**config.mk**
```make
export PLATFORM = sky130hd
export DESIGN_NAME = serial_adder_ctrl
export DESIGN_NICKNAME = d
export VERILOG_FILES = /design/src/rtl/serial_adder_ctrl.sv
export SDC_FILE = /design/constraint.sdc
export NUM_CORES = 1
export LEC_CHECK = 0
export CORE_MARGIN = 5
export CORE_UTILIZATION = 34
export CTS_CLUSTER_SIZE = 30
export DETAILED_ROUTE_END_ITERATION = 10
export PLACE_DENSITY = 0.59
export SETUP_SLACK_MARGIN = 0.2
export SYNTH_ARGS = -nofsm -noshare
export SYNTH_HDL_FRONTEND = slang
export SYNTH_SLANG_ARGS = --single-unit
```
**constraint.sdc**
```tcl
create_clock -name Clk -period 3.1 [get_ports Clk]
set_clock_uncertainty 0.2 [all_clocks]
set_input_delay 0.31 -clock Clk [delete_from_list [all_inputs] [get_ports Clk]]
set_output_delay 0.31 -clock Clk [all_outputs]
set_load 0.02 [all_outputs]
```
**src/rtl/serial_adder_ctrl.sv**
```systemverilog
// Bit-serial add/subtract engine: one operand bit per cycle through a 1-bit full adder, LSB first.
// Optional build macro ZERO_FLAG_EN adds a serially accumulated Zero flag output.
module serial_adder_ctrl #(
  parameter int WIDTH = 128
) (
  input  logic             Clk,
  input  logic             Reset_n,
  input  logic             Start,
  input  logic             Sub,
  input  logic [WIDTH-1:0] A,
  input  logic [WIDTH-1:0] B,
  input  logic             Cin,
  output logic             Busy,
  output logic             Done,
  output logic [WIDTH-1:0] Result,
  output logic             Cout,
`ifdef ZERO_FLAG_EN
  output logic             Zero,
`endif
  output logic             Overflow
);

  localparam int CW = $clog2(WIDTH);
  localparam logic [CW-1:0] LAST = CW'(WIDTH - 1);

  typedef enum logic [1:0] {IDLE, RUN, FINISH} state_t;

  state_t           state_q, state_d;
  logic [WIDTH-1:0] sha_q, sha_d;
  logic [WIDTH-1:0] shb_q, shb_d;
  logic [WIDTH-1:0] res_sh_q, res_sh_d;
  logic [WIDTH-1:0] result_q, result_d;
  logic [CW-1:0]    cnt_q, cnt_d;
  logic             carry_q, carry_d;
  logic             msb_cin_q, msb_cin_d;
  logic             cout_q, cout_d;
  logic             ovf_q, ovf_d;
  logic             done_q, done_d;
`ifdef ZERO_FLAG_EN
  logic             zacc_q, zacc_d;
  logic             zero_q, zero_d;
`endif

  logic fa_sum, fa_co;

  // Full-adder cell on the current LSBs of the shift registers
  assign fa_sum = sha_q[0] ^ shb_q[0] ^ carry_q;
  assign fa_co  = (sha_q[0] & shb_q[0]) | (sha_q[0] & carry_q) | (shb_q[0] & carry_q);

  always_comb begin
    state_d   = state_q;
    sha_d     = sha_q;
    shb_d     = shb_q;
    res_sh_d  = res_sh_q;
    result_d  = result_q;
    cnt_d     = cnt_q;
    carry_d   = carry_q;
    msb_cin_d = msb_cin_q;
    cout_d    = cout_q;
    ovf_d     = ovf_q;
    done_d    = 1'b0;
`ifdef ZERO_FLAG_EN
    zacc_d    = zacc_q;
    zero_d    = zero_q;
`endif
    case (state_q)
      IDLE: begin
        if (Start) begin
          sha_d   = A;
          shb_d   = Sub ? ~B : B;
          carry_d = Sub ? 1'b1 : Cin;
          cnt_d   = '0;
`ifdef ZERO_FLAG_EN
          zacc_d  = 1'b0;
`endif
          state_d = RUN;
        end
      end
      RUN: begin
        carry_d  = fa_co;
        res_sh_d = {fa_sum, res_sh_q[WIDTH-1:1]};
        sha_d    = sha_q >> 1;
        shb_d    = shb_q >> 1;
        cnt_d    = cnt_q + CW'(1);
`ifdef ZERO_FLAG_EN
        zacc_d   = zacc_q | fa_sum;
`endif
        if (cnt_q == LAST) begin
          // Carry into the MSB is needed for signed overflow
          msb_cin_d = carry_q;
          state_d   = FINISH;
        end
      end
      FINISH: begin
        result_d = res_sh_q;
        cout_d   = carry_q;
        ovf_d    = msb_cin_q ^ carry_q;
        done_d   = 1'b1;
`ifdef ZERO_FLAG_EN
        zero_d   = ~zacc_q;
`endif
        state_d  = IDLE;
      end
      default: state_d = IDLE;
    endcase
  end

  always_ff @(posedge Clk or negedge Reset_n) begin
    if (!Reset_n) begin
      state_q   <= IDLE;
      sha_q     <= '0;
      shb_q     <= '0;
      res_sh_q  <= '0;
      result_q  <= '0;
      cnt_q     <= '0;
      carry_q   <= 1'b0;
      msb_cin_q <= 1'b0;
      cout_q    <= 1'b0;
      ovf_q     <= 1'b0;
      done_q    <= 1'b0;
`ifdef ZERO_FLAG_EN
      zacc_q    <= 1'b0;
      zero_q    <= 1'b0;
`endif
    end else begin
      state_q   <= state_d;
      sha_q     <= sha_d;
      shb_q     <= shb_d;
      res_sh_q  <= res_sh_d;
      result_q  <= result_d;
      cnt_q     <= cnt_d;
      carry_q   <= carry_d;
      msb_cin_q <= msb_cin_d;
      cout_q    <= cout_d;
      ovf_q     <= ovf_d;
      done_q    <= done_d;
`ifdef ZERO_FLAG_EN
      zacc_q    <= zacc_d;
      zero_q    <= zero_d;
`endif
    end
  end

  assign Busy     = (state_q != IDLE);
  assign Done     = done_q;
  assign Result   = result_q;
  assign Cout     = cout_q;
  assign Overflow = ovf_q;
`ifdef ZERO_FLAG_EN
  assign Zero     = zero_q;
`endif

endmodule

```
Word-level counts from Yosys, hierarchy flattened
Cells that the tools add are included.
{ "totals": {"word_cells": 46, "output_inout_bits": 132, "reg_bits": 526} }
{ "op_classes": {"reduce_logical": 6, "eq_ne": 5, "n_addsub": 1, "muxes": 14, "bitwise_logic": 9} }
{ "op_table": {"columns": ["cell", "count"], "rows": [
  ["one-hot mux 128 bit (2 select lines)", 2],
  ["two-way mux 128 bit", 3],
  ["inverter 128 bit", 1],
  ["one-hot mux 7 bit (2 select lines)", 1],
  ["adder 7 x 1 -> 7 bit, second input constant", 1],
  ["equality test 7 bit, second input constant", 1],
  ["two-way mux 7 bit", 1],
  ["AND reduction 2 bit", 3],
  ["two-way mux 2 bit", 2],
  ["inequality test 2 bit, second input constant", 2],
  ["one-hot mux 2 bit (2 select lines)", 1],
  ["nonzero test 2 bit", 2],
  ["bitwise AND 1 bit", 3],
  ["two-way mux 1 bit", 3],
  ["XOR 1 bit", 3],
  ["equality test 2 x 1 -> 1 bit, second input constant", 1],
  ["equality test 2 bit, second input constant", 1],
  ["zero test 2 bit", 1],
  ["bitwise OR 1 bit", 2],
  ["one-hot mux 1 bit (2 select lines)", 1]
]} }

Longest topological paths before layout
{ "depth": {"word_depth": 4, "mapped_depth": 7, "mapped_depth_nobuf": 4} }

Least setup slack after synthesis
No wires, ideal clock.
{ "synth_timing": {"path_kind": "flip-flop to flip-flop", "start": "reg state_q[1]", "end": "reg shb_q[100]", "path_buffers": 2, "path_stages_with_launch": 6, "path_slack_ps": 1395, "arrival_ps": 1372, "required_time_ps": 2767, "setup_ps": 133, "period_less_slack_ps": 1705, "path_cell_list": "dfrtp_1 > or2_2 > nor2_2 > buf_4 > buf_4 > a221oi_2"} }
{ "synth_between": {"elab_chain_cells": 3} }
{ "synth_lines": {"columns": ["element", "line_no", "text"], "rows": [
  ["from (decl)", "28", "state_t state_q, state_d;"],
  ["from (signal assigned)", "126", "state_q <= state_d;"],
  ["equality test 2 x 1 -> 1 bit or zero test 2 bit (tied branches)", "66", "case (state_q)"],
  ["nonzero test 2 bit (no line) or inequality test 2 bit (tied branches)", null, null],
  ["AND reduction 2 bit (no line)", null, null],
  ["to (signal assigned)", "112", "shb_q <= '0;"],
  ["to (signal assigned)", "128", "shb_q <= shb_d;"],
  ["to (decl)", "30", "logic [WIDTH-1:0] shb_q, shb_d;"]
]} }
Several ways; a longest one is shown, not always the timed one.
A chain may end at the register's enable or synchronous reset.

Worst setup path after layout
{ "layout_timing": {"start": "reg state_q[0]", "end": "out Busy"} }
{ "layout_between": {"elab_chain_cells": 1} }
{ "layout_lines": {"columns": ["element", "line_no", "text"], "rows": [
  ["nonzero test 2 bit", "144", "assign Busy = (state_q != IDLE);"],
  ["to (decl)", "13", "output logic Busy,"]
]} }
Every way passes these cells.

==> results.py <==
metrics = {
    "run_status": {
        "status": "completed",
    },
    "synthesis": {
        "netlist-cell-type-count": 38,
        "synth_nets": 2827,
        "avgSynthCellArea_sq_um": 9.38,
        "seq_area_frac_synth_pct": 54.7,
        "syn_inst": 2564,
        "ys_ff_latch": 526,
        "syn_area_sq_um": 24100,
        "yosys_warnings": 0,
    },
    "global_routing": {
        "antenna_found_initial": 6,
        "grt_max_degree": 136,
        "grt_overflow": 0,
        "grtUsageTotal_pct": 16.3,
        "grt_pass1_vias": 18900,
        "grt_pass1_wl_um": 105000,
    },
    "cts": {
        "numCtsBuffers": 59,
        "path_clk_slew_ns": 0.06,
        "postCtsSetupBuffers": 0,
        "clkLatencyLatePin_ns": 0.63,
        "clkSinkCount": 526,
        "cts_tree": "built",
        "root_buffer": "clkbuf_16",
        "clockBufferDepth": 3,
        "ctsHtreeMaxLevel": 2,
    },
    "pwr": {
        "powerDensity_nw_per_um2": 664,
        "ir_worst_vdd_v": 0.000538,
        "leakage_nw": 14.3,
    },
    "drt": {
        "via_per_inst": 4.82,
        "drt-initial-drc-count": 1243,
        "firstDrtPassIters": 5,
        "drc": 0,
        "wl_per_cell_um": 16.7,
        "routed_wl_um": 64100,
        "vias": 18600,
        "drtAntennaViolNets": 0,
    },
    "flow_run": {
        "maxCapViolCount": 0,
    },
    "setup_path": {
        "max_stage_delay_ns": 0.63,
        "crit_slowest_cell": "dfrtp_4",
        "startpoint_type": "flip-flop",
        "crit_arrival_ns": 2.24,
        "end_kind": "output pin",
        "cp_max_fo": 34,
        "crit_type": "reg -> out",
        "required_ns": 2.59,
        "path_cells": "or2_2 -> clkdlybuf4s50_1",
    },
    "cells_and_area": {
        "drive_gt1_share_pct": 8.78,
        "areaGrowthSynthToFinish_pct": 28.0,
        "fillCellCount": 6738,
        "nets": 3118,
        "fin_area_sq_um": 30800,
    },
    "timing": {
        "drv_slew": 0,
        "rsz0062_at_grt": "no",
        "clock.fmax_mhz": 363,
        "finalSetupViolCount": 0,
        "hold_violations": 0,
        "finalCriticalPeriod_ns": 2.75,
        "relSlewSlack_pct": 49.1,
        "tightest_slew_ns": 0.764,
        "finalSetupTns_ns": 0,
        "period_share_pct": 88.8,
    },
    "floorplan": {
        "die_x_um": 276,
        "rows": 97,
        "ioPinCount": 393,
        "start_util_pct": 34.3,
        "design.core.area_sq_um": 70100,
        "dieArea_sq_um": 76200,
        "die_height_um": 276,
    },
    "placement": {
        "portBuffers": 392,
        "gp_congestion": 0.795,
        "hpwl_um": 42000,
        "dpl_cell_area_sq_um": 28700,
    },
    "worst_hold_path": {
        "worstHoldPathType": "in -> async",
    },
}
final cells by class:
type                       instances  area [sq um]  area share (%)
antenna                            2          5.00          0.0162
clock buffer                      83          1700            5.51
sequential                       526         13200            42.8
tap                              940          1180            3.82
multi-input combinational       1834          9930            32.2
clock inverter                    27           344            1.12
inverter                           3          13.8          0.0447
timing repair buffer             431          4470            14.5
synthesized netlist by cell type:
| cell | number | area share [%] |
|---|---|---|
| o22ai_1 | 5 | 0.13 |
| nand3_1 | 1 | 0.021 |
| nand2_1 | 908 | 14 |
| o21ai_1 | 7 | 0.15 |
| mux2_2 | 2 | 0.094 |
| mux2i_1 | 3 | 0.12 |
| inv_1 | 2 | 0.031 |
| nand2b_1 | 2 | 0.052 |
| or2_2 | 1 | 0.026 |
| buf_4 | 14 | 0.44 |
| or3b_1 | 1 | 0.036 |
| nor2_2 | 1 | 0.026 |
| nor2b_1 | 1 | 0.026 |
| or4_1 | 1 | 0.031 |
| a22o_1 | 2 | 0.073 |
| clkbuf_2 | 1 | 0.021 |
| a21oi_1 | 127 | 2.6 |
| buf_6 | 7 | 0.33 |
| ha_1 | 1 | 0.052 |
| a221oi_1 | 19 | 0.69 |
| and3_1 | 1 | 0.026 |
| fa_1 | 1 | 0.083 |
| o31ai_1 | 1 | 0.031 |
| xnor2_1 | 124 | 4.5 |
| nand4_1 | 4 | 0.10 |
| clkbuf_1 | 68 | 1.1 |
| buf_2 | 111 | 2.3 |
| nor2_1 | 256 | 4.0 |
| dfrtp_1 | 526 | 55 |
| o21bai_1 | 1 | 0.031 |
| o21ba_4 | 1 | 0.068 |
| inv_2 | 1 | 0.016 |
| and3b_1 | 127 | 4.6 |
| xor2_1 | 5 | 0.18 |
| o21ai_0 | 125 | 2.6 |
| a221oi_2 | 103 | 6.4 |
| o211ai_1 | 1 | 0.031 |
| nor3_1 | 2 | 0.042 |
critical path: cells and delay by family, from the launching register on:
family / cells / cell delay (ns)
buffers and inverters: 1 / 0.62
flip-flops: 1 / 0.63
AND/OR/NAND/NOR: 1 / 0.38
stage by stage:
step                      std cells  util [%]  hold WS (ns)  worst slack [ns]  total power (W)
after detailed placement       3733      41.0         0.170             0.815           0.0134
final                          3846      43.9        0.0942             0.346           0.0205
after global routing           3844      43.9         0.111             0.265           0.0217
after floorplan                2564         -        -0.186              1.40           0.0120
after CTS                      3844      43.9        0.0657             0.293           0.0207
after global placement         3733      41.0         0.161             0.869           0.0132
power by group:
part           total [W]  switching (W)  internal (W)
Sequential       0.00965        0.00109       0.00857
Clock            0.00722        0.00296       0.00426
Combinational    0.00360        0.00177       0.00182
Total             0.0205        0.00581        0.0147
layer usage:
layer	part of all wire, %	vias up	GRT usage [%]
met4	2.5	8	4.70
met5	0.075	-	0
met3	5.2	104	3.53
met2	48	413	27.0
met1	44	9016	21.7
li1	-	9011	-
cell usage in the layout (no fill, tap or decap), types with 4 or more instances in the layout:
master	count
bufinv_16	5
a221oi_1	19
clkbuf_16	59
xor2_1	5
dfrtp_1	524
o21ai_0	125
a221oi_2	103
a21oi_1	127
clkinv_2	12
clkbuf_1	11
clkbuf_8	13
buf_4	19
o21ai_1	7
clkdlybuf4s50_1	389
nor2_1	256
xnor2_1	124
nand4_1	4
and3b_1	127
buf_12	20
o22ai_1	5
nand2_1	908
logic make-up (layout without fill, tap and decap cells):
logic type | Yosys count | in the layout | share of synthesized area, %
buffers and inverters | 204 | 544 | 4.20
adders and majority gates | 2 | 2 | 0.135
and+or+nand+nor | 1306 | 1306 | 23.2
AOI/OAI and AO/OA | 392 | 392 | 12.9
other | 0 | 2 | 0
muxes | 5 | 5 | 0.218
xor gates and xnor gates | 129 | 129 | 4.70
DFF | 526 | 526 | 54.7
state kept, by name (all words and copies together), names as in the netlist:
name / flops
Result: 128
res_sh_q: 128
sha_q: 128
shb_q: 128
cnt_q: 7
state_q: 2
Cout: 1
Done: 1
Overflow: 1
carry_q: 1
msb_cin_q: 1
path summary, 6_finish.rpt:
kind,cells past startpoint,startpoint,to,slack [ns]
setup / recovery,2,state_q[0],Busy,0.35
hold / removal,2,Reset_n,Result[40],0.09
setup reg to reg,4,state_q[0],shb_q[65],0.87
hold reg to reg,2,res_sh_q[0],Result[0],0.27
max in group asynchronous,3,Reset_n,shb_q[36],1.71
min in group Clk,3,Sub,shb_q[15],0.11
timing repair:
| item | in CTS | in global routing |
|---|---|---|
| resized for setup | 0 | 0 |
| setup endpoints to repair | 0 | 0 |
| endpoints found under the hold margin | 112 | 0 |
| hold buffers | 1 | 0 |
No activity file was read; power rests on OpenSTA's default activity.
